File: src/rtl/core_pkg.sv
// Shared types for the RV32 core pipeline: decoded control bundle and ALU operations.
package core_pkg;

  typedef enum logic [3:0] {
    ALU_ADD   = 4'd0,
    ALU_SUB   = 4'd1,
    ALU_SLL   = 4'd2,
    ALU_SLT   = 4'd3,
    ALU_SLTU  = 4'd4,
    ALU_XOR   = 4'd5,
    ALU_SRL   = 4'd6,
    ALU_SRA   = 4'd7,
    ALU_OR    = 4'd8,
    ALU_AND   = 4'd9,
    ALU_PASSB = 4'd10
  } alu_op_t;

  typedef struct packed {
    logic    regWrite;
    logic    memRead;
    logic    memWrite;
    logic    memToReg;
    logic    aluSrc;
    alu_op_t aluOp;
    logic    branch;
    logic    jump;
  } ctrl_t;

  localparam ctrl_t CTRL_NOP = '0;

endpackage

File: src/rtl/id_ex_stage_hazard_detect.sv
// Load-use hazard compare: a load in EX whose destination is read by the instruction in ID.
module hazard_detect #(
  parameter int REG_AW = 5
) (
  input  logic              i_valid_ex,
  input  logic              i_mem_read_ex,
  input  logic [REG_AW-1:0] i_rd_ex,
  input  logic              i_valid_id,
  input  logic [REG_AW-1:0] i_rs1_id,
  input  logic [REG_AW-1:0] i_rs2_id,
  input  logic              i_use_rs1_id,
  input  logic              i_use_rs2_id,
  output logic              o_load_use
);

  logic w_rs1_hit;
  logic w_rs2_hit;

  assign w_rs1_hit  = i_use_rs1_id && (i_rd_ex == i_rs1_id);
  assign w_rs2_hit  = i_use_rs2_id && (i_rd_ex == i_rs2_id);
  // x0 is never a real dependency, so a load to x0 cannot stall
  assign o_load_use = i_valid_ex && i_mem_read_ex && (i_rd_ex != '0) && i_valid_id &&
                      (w_rs1_hit || w_rs2_hit);

endmodule

File: src/rtl/id_ex_stage.sv
// ID/EX pipeline register: captures decoded operands, inserts load-use bubbles, honours hold/flush.
module id_ex_stage
  import core_pkg::*;
#(
  parameter int XLEN   = 32,
  parameter int REG_AW = 5,
  parameter int CNT_W  = 16
) (
  input  logic              clk,
  input  logic              rst,
  input  logic              valid_id,
  input  logic [XLEN-1:0]   pc_id,
  input  logic [XLEN-1:0]   rs1_data_id,
  input  logic [XLEN-1:0]   rs2_data_id,
  input  logic [XLEN-1:0]   imm_id,
  input  logic [REG_AW-1:0] rs1_id,
  input  logic [REG_AW-1:0] rs2_id,
  input  logic [REG_AW-1:0] rd_id,
  input  logic              useRs1_id,
  input  logic              useRs2_id,
  input  ctrl_t             ctrl_id,
  input  logic              hold_ex,
  input  logic              flush_ex,
  output logic              valid_ex,
  output logic [XLEN-1:0]   pc_ex,
  output logic [XLEN-1:0]   rs1_data_ex,
  output logic [XLEN-1:0]   rs2_data_ex,
  output logic [XLEN-1:0]   imm_ex,
  output logic [REG_AW-1:0] rs1_ex,
  output logic [REG_AW-1:0] rs2_ex,
  output logic [REG_AW-1:0] rd_ex,
  output ctrl_t             ctrl_ex,
  output logic              stall_id,
  output logic [CNT_W-1:0]  bubble_count
);

  logic              r_valid;
  logic [XLEN-1:0]   r_pc;
  logic [XLEN-1:0]   r_rs1_data;
  logic [XLEN-1:0]   r_rs2_data;
  logic [XLEN-1:0]   r_imm;
  logic [REG_AW-1:0] r_rs1;
  logic [REG_AW-1:0] r_rs2;
  logic [REG_AW-1:0] r_rd;
  ctrl_t             r_ctrl;
  logic [CNT_W-1:0]  r_bubble_cnt;
  logic              w_load_use;

  function automatic logic [CNT_W-1:0] sat_inc(input logic [CNT_W-1:0] v);
    return (&v) ? v : v + 1'b1;
  endfunction

  hazard_detect #(
    .REG_AW(REG_AW)
  ) u_hazard_detect (
    .i_valid_ex    (r_valid),
    .i_mem_read_ex (r_ctrl.memRead),
    .i_rd_ex       (r_rd),
    .i_valid_id    (valid_id),
    .i_rs1_id      (rs1_id),
    .i_rs2_id      (rs2_id),
    .i_use_rs1_id  (useRs1_id),
    .i_use_rs2_id  (useRs2_id),
    .o_load_use    (w_load_use)
  );

  // A flush overrides the hazard: the dependent instruction is being killed anyway
  assign stall_id = !rst && (hold_ex || (w_load_use && !flush_ex));

  always_ff @(posedge clk or posedge rst) begin
    if (rst) begin
      r_valid      <= 1'b0;
      r_pc         <= '0;
      r_rs1_data   <= '0;
      r_rs2_data   <= '0;
      r_imm        <= '0;
      r_rs1        <= '0;
      r_rs2        <= '0;
      r_rd         <= '0;
      r_ctrl       <= CTRL_NOP;
      r_bubble_cnt <= '0;
    end else if (hold_ex) begin
      r_valid <= r_valid;
    end else if (flush_ex || w_load_use) begin
      // Bubble: zeroed register indices keep the forwarding unit from matching it
      r_valid    <= 1'b0;
      r_pc       <= '0;
      r_rs1_data <= '0;
      r_rs2_data <= '0;
      r_imm      <= '0;
      r_rs1      <= '0;
      r_rs2      <= '0;
      r_rd       <= '0;
      r_ctrl     <= CTRL_NOP;
      if (!flush_ex) begin
        r_bubble_cnt <= sat_inc(r_bubble_cnt);
      end
    end else begin
      r_valid    <= valid_id;
      r_pc       <= pc_id;
      r_rs1_data <= rs1_data_id;
      r_rs2_data <= rs2_data_id;
      r_imm      <= imm_id;
      r_rs1      <= rs1_id;
      r_rs2      <= rs2_id;
      r_rd       <= rd_id;
      r_ctrl     <= valid_id ? ctrl_id : CTRL_NOP;
    end
  end

  assign valid_ex     = r_valid;
  assign pc_ex        = r_pc;
  assign rs1_data_ex  = r_rs1_data;
  assign rs2_data_ex  = r_rs2_data;
  assign imm_ex       = r_imm;
  assign rs1_ex       = r_rs1;
  assign rs2_ex       = r_rs2;
  assign rd_ex        = r_rd;
  assign ctrl_ex      = r_ctrl;
  assign bubble_count = r_bubble_cnt;

endmodule

File: config.mk
export PLATFORM = sky130hd
export DESIGN_NAME = id_ex_stage
export DESIGN_NICKNAME = d
export VERILOG_FILES = /design/src/rtl/core_pkg.sv /design/src/rtl/id_ex_stage_hazard_detect.sv /design/src/rtl/id_ex_stage.sv
export SDC_FILE = /design/constraint.sdc
export NUM_CORES = 1
export LEC_CHECK = 0
export CORE_AREA = 2 2 137 125
export CTS_CLUSTER_DIAMETER = 50
export CTS_CLUSTER_SIZE = 10
export DETAILED_ROUTE_END_ITERATION = 8
export DIE_AREA = 0 0 139 127
export PLACE_DENSITY = 0.85
export SLEW_MARGIN = 20
export SYNTH_ARGS = -nofsm -noshare
export SYNTH_HDL_FRONTEND = slang
export SYNTH_HIERARCHICAL = 1
export SYNTH_SLANG_ARGS = --single-unit
export TNS_END_PERCENT = 30
File: constraint.sdc
create_clock -name clk -period 6.9 [get_ports clk]
set_input_delay 1.38 -clock clk [delete_from_list [all_inputs] [get_ports clk]]
set_output_delay 1.38 -clock clk [all_outputs]
set_load 0.03 [all_outputs]
Yosys cells after proc, flatten, opt, wreduce, memory -nomap -nowiden. Index checks and enable logic that the tools add are counted.

Bits in registers: 171. Logic and storage cells: 49. Bits of input ports: 161. Output and inout port bits: 172.

Bitwise operators: 3. Mux-type cells: 10. Add/subtract/negate cells: 1. Reductions and logical operators: 16. Equal/unequal tests: 2.

Operator list (number): 32-bit 2-to-1 mux (4); 11-bit 2-to-1 mux (2); 16-bit by 1-bit adder with 16-bit output (second input constant) (1); 16-bit AND reduction (1); 5-bit 2-to-1 mux (3); 5-bit == test (2); 1-bit logical AND (8); 5-bit nonzero test (1); 4-bit AND reduction (1); 1-bit logical OR (3); 1-bit NOT (3); 1-bit logical NOT (2); 1-bit 2-to-1 mux (1).

Depth between registers and ports, before layout.
Depth after elaboration: 7. Depth in mapped cells: 8. Mapped depth without buffers: 8.

By module. Netlist, hierarchy kept.

Modules (own cells, without submodules): id_ex_stage (cells each 420, instances 1, seq. area each 4279.1 µm², area an instance 6244.7 µm²); hazard_detect (cells each 17, instances 1, seq. area each 0.0 µm², area an instance 131.4 µm²).

Worst setup path before layout. Ideal clock, no wire load.

Kind: in2out. Start point: in rs1_id[2]. End point: out stall_id. Data arrival time: 2.617 ns. Cell stages on the path: 6. Setup slack: 2.903 ns. Path buffers: 0. Data required time: 5.520 ns. Cells stage by stage: xor2_1 -> nor4_1 -> nand3_1 -> a21oi_1 -> a21oi_1 -> nor2_1.

Cells in the longest elaborated chain, start to end: 7.

RTL lines: start, declared (RTL line id_ex_stage.sv:16) `input logic [REG_AW-1:0] rs1_id,`; 5-bit == test (RTL line id_ex_stage_hazard_detect.sv:19) `assign w_rs1_hit = i_use_rs1_id && (i_rd_ex == i_rs1_id);`; 1-bit logical AND (RTL line id_ex_stage_hazard_detect.sv:19); 1-bit logical OR (RTL line id_ex_stage_hazard_detect.sv:23) `(w_rs1_hit || w_rs2_hit);`; 1-bit logical AND (RTL line id_ex_stage_hazard_detect.sv:22) `assign o_load_use = i_valid_ex && i_mem_read_ex && (i_rd_ex != '0) && i_valid_id &&`; via w_load_use (RTL line id_ex_stage.sv:47) `logic w_load_use;`; 1-bit logical AND (RTL line id_ex_stage.sv:68) `assign stall_id = !rst && (hold_ex || (w_load_use && !flush_ex));`; 1-bit logical OR (RTL line id_ex_stage.sv:68); 1-bit logical AND (RTL line id_ex_stage.sv:68); end, declared (RTL line id_ex_stage.sv:33) `output logic stall_id,`.

The timed path passes the listed nets, and every way through them passes these cells.

Worst setup path in the final report.
Start point: in rs1_id[4]. End point: out stall_id.

The elaborated chain is that of the path after synthesis.

==> impl_metrics.ini <==
[grt]
antenna_found_initial = 0
grtUsageTotal_pct = 21.5
gr-max-usage-layer = met2
grt.met2_usage_pct = 36.4
grt_first_pass_wirelength_um = 29900
overflow = 0
grt_pass1_vias = 5430
gr-usage-met1_pct = 25.9
grt_start_max_net_pins = 118
met3_usage_pct = 7.01

[detailed_routing]
wl_per_cell_um = 19.6
drt_wl_total_um = 19100
remaining_drc_errors = 0
dr.pass1.iters = 4
viasPerCell = 5.18
ant_nets = 0
drtIter0Drc = 256
vias = 5065

[synthesis]
yosys_warnings = 6
syn_nets = 599
ys_seq_elements = 171
async_reset_ff_share_pct = 100
synth_edf_count = 0
synth_cells = 437
synth_top_flop_cell = dfrtp_1
yosysUniqueCellTypes = 31
netlist_area_sq_mm = 0.00638
synth.avg_cell_area_sq_um = 14.6
ys_seq_area_share_pct = 67.1

[critical_path]
endpoint_kind = output pin
timing.reg2reg.setup_slack_ns = 3.88
worstSetupPathType = primary input to output pin
r2r-start = rd_ex[2]
startpoint_type = primary input
worstRegToRegCells = 7
cp.arrival_ns = 3.75
crit_fanout = 3
cp.required_ns = 5.52
r2r-end = rs2_ex[2]

[layout]
layout_common_cells = clkdlybuf4s50_1, dfrtp_1, a22o_1
num-fill-cells = 1140
final_nets = 920
diodes = 0
syn_to_final_growth_pct = 64.2
drive_gt1_share_pct = 5.97
final_common_cell = clkdlybuf4s50_1

[placement]
io_buffers = 332
place.gp.congestion = 0.929
place_hpwl_um = 13800

[clock_network]
cts.sinks = 171
cts_resized = 0
cts_tree = done
post_cts_buffers = 0
cts_root_buffer = clkbuf_16
cts_buffers = 17
clock_latency_ns = 0.42
clk_pin_slew_worst_paths_ns = 0.06
clk_path_buf_depth = 2
htreeDepth = 4
ctsHoldBuffers = 0

[die]
die_area_sq_mm = 0.0177
coreArea_sq_mm = 0.0161
start_util_pct = 39.7
die_w_um = 139
io_pins = 333
die_h_um = 127
rows = 44

[sta]
fmax_mhz = 195
slew_headroom_pct = 38.8
hold_viol = 0
period_share_pct = 74.4
slew_viol_final = 0
fin_hold_ws_ns = 0.509
rsz0062_at_grt = no
setup_viol = 0
fin_tns_setup_ns = 0
period_minus_slack_ns = 5.13
fin_skew_ns = 0.0138
worst_pin_slew_ns = 0.917

[run_status]
status = finished, final reports clean

[pwr]
peakVddDrop_uv = 159
p_leak_nw = 4.69
powerDensity_mw_per_mm2 = 249

[job]
cap_violations = 0

[hold_path]
hp-class = flop to flop
hold_depth = 1
hold_start = rs1_data_ex[25]
holdPathEnd = rs1_data_ex[25]
[worst max-delay path: stages]
cell,delay [ns]
clkdlybuf4s50_1,0.49
xor2_1,0.18
nor4_1,0.24
nand3_1,0.13
a21oi_1,0.43
a21oi_1,0.12
nor2_1,0.10
clkdlybuf4s50_1,0.67
[state kept, by name (all words and copies together), names as in the netlist]
| name | count |
|---|---|
| ctrl_ex | 11 |
| rd_ex | 5 |
| pc_ex | 32 |
| imm_ex | 32 |
| rs1_data_ex | 32 |
| rs2_ex | 5 |
| bubble_count | 16 |
| rs2_data_ex | 32 |
| valid_ex | 1 |
| rs1_ex | 5 |
[report_power, final]
part           total, mW  switching (mW)  internal, mW
clock network      0.973           0.419         0.554
registers           1.12          0.0467          1.07
logic              0.513           0.261         0.252
[cells in the mapped netlist, types with 2 or more instances]
cell	instances	area share (%)
dfrtp_1	171	67
a22o_1	154	21
clkbuf_1	25	1.5
xor2_1	22	3.0
nor2_1	10	0.59
buf_2	8	0.63
nand2_1	6	0.35
nand3_1	5	0.39
nor4_1	4	0.39
inv_1	3	0.18
nand4_1	3	0.29
nor3_1	3	0.24
xnor2_1	3	0.41
a21oi_1	2	0.16
and4_1	2	0.27
[layout make-up]
| class | count | area, sq um | share of cell area, % |
|---|---|---|---|
| clock buffers | 19 | 443 | 4.23 |
| clock inverters | 13 | 155 | 1.48 |
| inverters | 3 | 16.3 | 0.155 |
| multi-input cells | 229 | 1950 | 18.6 |
| flip-flops and latches | 171 | 4280 | 40.9 |
| well taps | 207 | 259 | 2.47 |
| repair buffers | 336 | 3370 | 32.2 |
[per-stage QoR]
stage / power [mW] / utilization, % / worst slack (ns) / instances / area [sq um]
after CTS: 2.63 / 65.1 / 1.80 / 978 / 10500
after global placement: 1.64 / 61.3 / 1.84 / 945 / 9860
after floorplan: 1.38 / - / 0.888 / 437 / 6380
after detailed placement: 1.65 / 61.4 / 1.82 / 946 / 9870
final: 2.60 / 65.1 / 1.77 / 978 / 10500
after global routing: 2.70 / 65.1 / 1.62 / 978 / 10500
[routing by layer]
layer / up-vias / wire, um
met2: 245 / 9380
met3: 35 / 1370
li1: 2307 / -
met4: 0 / 599
met1: 2478 / 7780
met5: - / 0
[how the worst max path moves through the flow]
stage / startpoint / endpoint / slack [ns] / depth (start not counted)
finish: rs1_id[4] / stall_id / 1.77 / 8
global route: rs2_id[2] / stall_id / 1.62 / 8
CTS: rs2_id[2] / stall_id / 1.80 / 8
detailed placement: rs2_id[2] / stall_id / 1.82 / 8
global placement: rs2_id[3] / stall_id / 1.84 / 8
floorplan: rst / bubble_count[0] / 0.89 / 1
[kinds of logic after synthesis]
family,after synthesis,synth area share [%]
AND/OR/NAND/NOR,43,4.57
AO/OA/AOI/OAI,159,22.0
multiplexers,1,0.235
adder cells (fa/ha/maj),1,0.196
flip-flops,171,67.1
XOR/XNOR,25,3.43
buffers and inverters,37,2.45
Power figures use the tool's default switching activity.
